## src/rtl/uart_tx_byte_feeder.sv

```systemverilog
// Byte FIFO plus send sequencer feeding the UART byte transmitter; one-cycle send pulse per byte,
// waits for tx_done and a programmable idle gap, with a watchdog and sticky overflow/timeout flags.
module uart_tx_byte_feeder #(
  parameter int DEPTH   = 16,
  parameter int AW      = 4,
  parameter int GAP_CYC = 2,
  parameter int TMO_CYC = 65535
) (
  input  logic          Clk,
  input  logic          Rst_n,
  input  logic          wr_en,
  input  logic [7:0]    wr_data,
  input  logic          flush,
  input  logic          clr_err,
  output logic          full,
  output logic          empty,
  output logic [AW:0]   count,
  output logic          tx_send_en,
  output logic [7:0]    tx_data_byte,
  input  logic          tx_done,
  input  logic          tx_busy,
  output logic          overflow_err,
  output logic          timeout_err
);

  typedef enum logic [1:0] {
    S_IDLE      = 2'd0,
    S_WAIT_DONE = 2'd1,
    S_GAP       = 2'd2
  } state_t;

  localparam logic [AW:0]   DEPTH_C  = (AW+1)'(DEPTH);
  localparam logic [AW:0]   CNT_ONE  = {{AW{1'b0}}, 1'b1};
  localparam logic [AW-1:0] PTR_ONE  = {{(AW-1){1'b0}}, 1'b1};
  localparam logic [15:0]   TMO_LAST = 16'(TMO_CYC - 1);
  localparam logic [15:0]   GAP_LAST = 16'((GAP_CYC == 0) ? 0 : (GAP_CYC - 1));

  state_t        state;
  state_t        state_nxt;

  logic [7:0]    mem [DEPTH];
  logic [AW-1:0] rd_ptr;
  logic [AW-1:0] wr_ptr;
  logic [AW:0]   count_nxt;

  logic [15:0]   tmo_cnt;
  logic [15:0]   gap_cnt;

  logic          push;
  logic          ovf_set;
  logic          done_ok;
  logic          tmo_hit;
  logic          launch;
  logic          tmo_clr;
  logic          tmo_inc;
  logic          tmo_set;
  logic          gap_clr;
  logic          gap_inc;

  // A done pulse coinciding with our own send pulse belongs to the previous frame.
  assign done_ok = tx_done && !tx_send_en;
  assign tmo_hit = (tmo_cnt == TMO_LAST);
  assign launch  = (state == S_IDLE) && !empty && !tx_busy && !flush;

  assign push    = wr_en && !full && !flush;
  assign ovf_set = wr_en &&  full && !flush;

  // ---------------- FSM: state register ----------------
  always_ff @(posedge Clk or negedge Rst_n) begin
    if (!Rst_n) begin
      state <= S_IDLE;
    end else begin
      state <= state_nxt;
    end
  end

  // ---------------- FSM: next state ----------------
  always_comb begin
    state_nxt = state;
    case (state)
      S_IDLE: begin
        if (launch) state_nxt = S_WAIT_DONE;
      end
      S_WAIT_DONE: begin
        if (done_ok) begin
          state_nxt = (GAP_CYC == 0) ? S_IDLE : S_GAP;
        end else if (tmo_hit) begin
          state_nxt = S_IDLE;
        end
      end
      S_GAP: begin
        if (gap_cnt == GAP_LAST) state_nxt = S_IDLE;
      end
      default: state_nxt = S_IDLE;
    endcase
  end

  // ---------------- FSM: control strobes ----------------
  always_comb begin
    tmo_clr = 1'b0;
    tmo_inc = 1'b0;
    tmo_set = 1'b0;
    gap_clr = 1'b0;
    gap_inc = 1'b0;
    case (state)
      S_IDLE: begin
        tmo_clr = launch;
      end
      S_WAIT_DONE: begin
        gap_clr = done_ok;
        tmo_inc = !done_ok;
        tmo_set = !done_ok && tmo_hit;
      end
      S_GAP: begin
        gap_inc = 1'b1;
      end
      default: begin
        tmo_clr = 1'b0;
      end
    endcase
  end

  // ---------------- FIFO storage ----------------
  always_ff @(posedge Clk) begin
    if (push) mem[wr_ptr] <= wr_data;
  end

  always_comb begin
    count_nxt = count;
    if (flush) begin
      count_nxt = '0;
    end else if (push && !launch) begin
      count_nxt = count + CNT_ONE;
    end else if (!push && launch) begin
      count_nxt = count - CNT_ONE;
    end
  end

  always_ff @(posedge Clk or negedge Rst_n) begin
    if (!Rst_n) begin
      rd_ptr <= '0;
      wr_ptr <= '0;
      count  <= '0;
      full   <= 1'b0;
      empty  <= 1'b1;
    end else begin
      if (flush) begin
        rd_ptr <= '0;
        wr_ptr <= '0;
      end else begin
        if (push)   wr_ptr <= wr_ptr + PTR_ONE;
        if (launch) rd_ptr <= rd_ptr + PTR_ONE;
      end
      count <= count_nxt;
      full  <= (count_nxt == DEPTH_C);
      empty <= (count_nxt == '0);
    end
  end

  // ---------------- transmitter handshake ----------------
  always_ff @(posedge Clk or negedge Rst_n) begin
    if (!Rst_n) begin
      tx_send_en   <= 1'b0;
      tx_data_byte <= 8'h00;
    end else begin
      tx_send_en <= launch;
      if (launch) tx_data_byte <= mem[rd_ptr];
    end
  end

  // ---------------- watchdog and gap counters ----------------
  always_ff @(posedge Clk or negedge Rst_n) begin
    if (!Rst_n) begin
      tmo_cnt <= 16'd0;
      gap_cnt <= 16'd0;
    end else begin
      if (tmo_clr) begin
        tmo_cnt <= 16'd0;
      end else if (tmo_inc) begin
        tmo_cnt <= tmo_cnt + 16'd1;
      end
      if (gap_clr) begin
        gap_cnt <= 16'd0;
      end else if (gap_inc) begin
        gap_cnt <= gap_cnt + 16'd1;
      end
    end
  end

  // ---------------- sticky errors: a new event beats a same-cycle clear ----------------
  always_ff @(posedge Clk or negedge Rst_n) begin
    if (!Rst_n) begin
      overflow_err <= 1'b0;
      timeout_err  <= 1'b0;
    end else begin
      overflow_err <= (overflow_err && !clr_err) || ovf_set;
      timeout_err  <= (timeout_err  && !clr_err) || tmo_set;
    end
  end

endmodule
```

## config.mk

```make
export PLATFORM = sky130hd
export DESIGN_NAME = uart_tx_byte_feeder
export DESIGN_NICKNAME = d
export VERILOG_FILES = /design/src/rtl/uart_tx_byte_feeder.sv
export SDC_FILE = /design/constraint.sdc
export NUM_CORES = 1
export LEC_CHECK = 0
export ABC_AREA = 1
export CAP_MARGIN = 0
export CORE_ASPECT_RATIO = 0.5
export CORE_MARGIN = 2
export CORE_UTILIZATION = 52
export DETAILED_ROUTE_END_ITERATION = 6
export PLACE_DENSITY_LB_ADDON = 0.12
export SETUP_SLACK_MARGIN = 0.02
export SLEW_MARGIN = 25
export SYNTH_ARGS = -nofsm -noshare
export SYNTH_HDL_FRONTEND = slang
export SYNTH_SLANG_ARGS = --single-unit
```

## constraint.sdc

```tcl
create_clock -name Clk -period 3.5 [get_ports Clk]
set_input_delay 0.35 -clock Clk [delete_from_list [all_inputs] [get_ports Clk]]
set_output_delay 0.35 -clock Clk [all_outputs]
set_load 0.01 [all_outputs]
```

==> key figures <==
Drt
  • DRC marker count from the first detailed-route iteration: 499
  • Post-route antenna net violation count: 0
  • Routed WL: 19,180 um
  • 1st-pass router iterations: 7
  • Vias: 5,991
  • DR DRC count: 0
  • WL/cell: 17.91 um
  • Vias per std cell: 5.594

GRT
  • Pin count of the biggest net entering global routing: 67
  • Wire length of the first global-routing pass: 30,880 um
  • Remaining global-route overflow: 0
  • Vias in the first global route: 5,765
  • Initial antenna violation count: 0
  • All-Layer GR Usage: 24.12%

Floorplan
  • Initial Util: 53.71%
  • Core ar.: 15,570 um2
  • Die Height: 93.69 um
  • Ports: 33
  • # rows: 32
  • Chip width: 183.4 um
  • Die area: 17,180 um2

Worst setup path
  • CP Class: register to register
  • Crit path arrival time: 2.64 ns
  • Worst endpoint required time: 3.85 ns
  • Worst setup SP type: register
  • CP Max Fanout: 22
  • Crit end category: register

Final layout
  • Most common cell after layout, fill and taps aside: edfxtp_1
  • Nets@finish: 880
  • Synth-to-layout area growth: 13.31%
  • Final core occ: 60.86%
  • Commonest non-fill, non-tap cells in the layout: edfxtp_1, nor2_1, nand2_1, o21ai_0, inv_1
  • Layout cells sized above 1: 8.189%
  • Ant. Diodes: 0

Run
  • Number of max-cap violations: 0

Timing
  • Final Hold Fails: 0
  • Hold_ws: 0.4217 ns
  • Slew HR: 37.36%
  • Worst-Margin Slew: 0.9396 ns
  • Period utilisation layout: 65.40%
  • Worst Skew: 0.009209 ns
  • Total Neg Setup Slack: 0 ns
  • Final WS setup: 1.211 ns
  • Min Tclk post-route: 2.289 ns
  • RSZ-0062 raised after global routing: false
  • Fin. max-slew vios: 0
  • F_max: 436.9 MHz
  • # setup viols final: 0

Yosys
  • Number of synthesized flops with an enable pin: 128
  • Mapped Cells: 814
  • Post-synthesis cell area: 8366 um2
  • Largest family of logic cells by synthesized area: simple AND/OR/NAND/NOR gates
  • Area contributors post-synth: edfxtp_1, dfrtp_1, nor2_1
  • Top cell type's share of synthesized area: 45.95%
  • Synth cell types: 34
  • Simple-gate portion of the synthesized area: 17.39%
  • Adder-cell share of the synthesized area: 1.645%
  • Top_reg_cell synth: edfxtp_1
  • Compound-Gate Fraction of Synth Area: 11.05%
  • Average size of a mapped cell: 10.28 um2
  • Share of the yosys chip area belonging to registers: 63.91%
  • Mux contribution to synthesized area: 0%
  • Synthesis Warnings: 0
  • Net count after synthesis: 840
  • Ys async rst share: 31.91%
  • Number of synthesized register bits: 188
  • XOR/XNOR Fraction of Synth Area: 0.4188%
  • Post-synth top area cell: edfxtp_1

Placement
  • Port bufs: 32
  • Routability congestion estimate: 0.8552
  • DP Wirelength: 11,990 um
  • Setup slack at placement: 0.7804 ns

Pwr
  • Pint: 3.398 mW
  • Sw Share: 23.50%
  • Maximum VDD drop: 366.7 uV
  • Power Dens Cells: 468.5 nW/um2
  • Combinational Power Share: 3.8%
  • Static Leak: 3.802 nW
  • Seq pwr share: 54.4%
  • Clock share of power: 41.8%
  • Sw Pwr: 1.044 mW

Clock tree
  • CTS tree: done
  • Clock Sinks: 188
  • Skew-Pair Late Insertion Delay: 0.44 ns
  • Number of gates resized after cts: 0
  • Clk buf depth: 2
  • Root Buffer: clkbuf_16
  • CTS clk-pin slew, worst paths: 0.07 ns
  • Num CTS Buffers: 17
  • CTS H-tree depth: 4

Outcome
  • Status: finished clean

Worst hold path
  • HP Class: input pin to asynchronous set/reset pin
## logic make-up (layout without fill, tap and decap cells)
kind of cell | count (synthesis) | count (layout)
and+or+nand+nor | 342 | 342
DFF | 188 | 188
AOI/OAI and AO/OA | 162 | 162
buffers and inverters | 107 | 160
adders and majority gates | 11 | 11
xor gates and xnor gates | 4 | 4
## registers in the layout (all words and copies together), names as in the netlist
name,flops
mem,128
tx_data_byte,8
tmo_cnt,16
full,1
empty,1
wr_ptr,4
state,2
timeout_err,1
overflow_err,1
rd_ptr,4
tx_send_en,1
count,5
gap_cnt,16
## per-stage QoR
stage	instance area (um2)	instances	power, mW
2_1_floorplan	8366	814	2.534
3_3_place_gp	8900	1038	2.628
3_5_place_dp	8900	1038	2.631
4_1_cts	9467	1070	4.465
5_1_grt	9479	1071	4.585
6_report	9479	1071	4.441
## cells in the mapped netlist, types with 5 or more instances
cell type / count
nand3_1: 50
o21ai_0: 89
ha_1: 11
o21ai_1: 9
inv_1: 73
nand2_2: 5
nand4_1: 8
nor2_1: 126
nor3_1: 27
o211ai_1: 32
nor2_2: 7
clkbuf_1: 10
dfrtp_1: 59
edfxtp_1: 128
o22ai_1: 5
buf_6: 5
a21oi_1: 19
buf_2: 13
nand2_1: 113
## cell type report
class / count / area [um2]
Tap cell: 204 / 255.2
Timing Repair Buffer: 52 / 470.5
Clock inverter: 14 / 137.6
Fill cell: 1230 / 6096
Clock buffer: 18 / 429.2
Sequential cell: 188 / 5349
Inverter: 76 / 285.3
Multi-Input combinational cell: 519 / 2552
## power by group through the flow
stage | registers [mW] | clock network [mW] | logic, mW
after CTS | 2.42 | 1.88 | 0.169
after detailed placement | 2.46 | 0 | 0.167
after global routing | 2.42 | 1.98 | 0.189
final | 2.42 | 1.86 | 0.168
after floorplan | 2.46 | 0 | 0.0713
after global placement | 2.46 | 0 | 0.165
## worst paths after layout
path	start	end	slack [ns]	cells past startpoint
hold reg to reg	tx_data_byte[2]	tx_data_byte[2]	0.49	2
setup reg to reg	state[0]	tmo_cnt[14]	1.21	7
min in group Clk	tx_data_byte[2]	tx_data_byte[2]	0.49	2
setup / recovery	state[0]	tmo_cnt[14]	1.21	7
hold / removal	Rst_n	tmo_cnt[10]	0.42	2
max in group asynchronous	Rst_n	empty	2.34	3
## timing repair
item | 4_1_cts | 5_1_grt
hold buffers | 0 | 1
hold endpoints to repair | 0 | 40
setup endpoints to repair | 0 | 0
setup buffers | 0 | 0
## routing by layer
metal | up-vias | part of all wire [%] | global-route usage [%]
li1 | 2891 | - | -
met1 | 2875 | 47 | 35.59
met2 | 200 | 45 | 36.40
met3 | 25 | 7.1 | 5.116
met4 | 0 | 1.3 | 6.800
met5 | - | 0 | 0
## critical path: stages, from the launching register on
cell and delay, ns:
dfrtp_1 0.41, nor2_1 0.15, nand2_2 0.16, nor2_2 0.50, inv_1 0.48, nand2_1 0.29
nand3_1 0.10, o21ai_0 0.11
No activity file was read; power rests on OpenSTA's default activity.
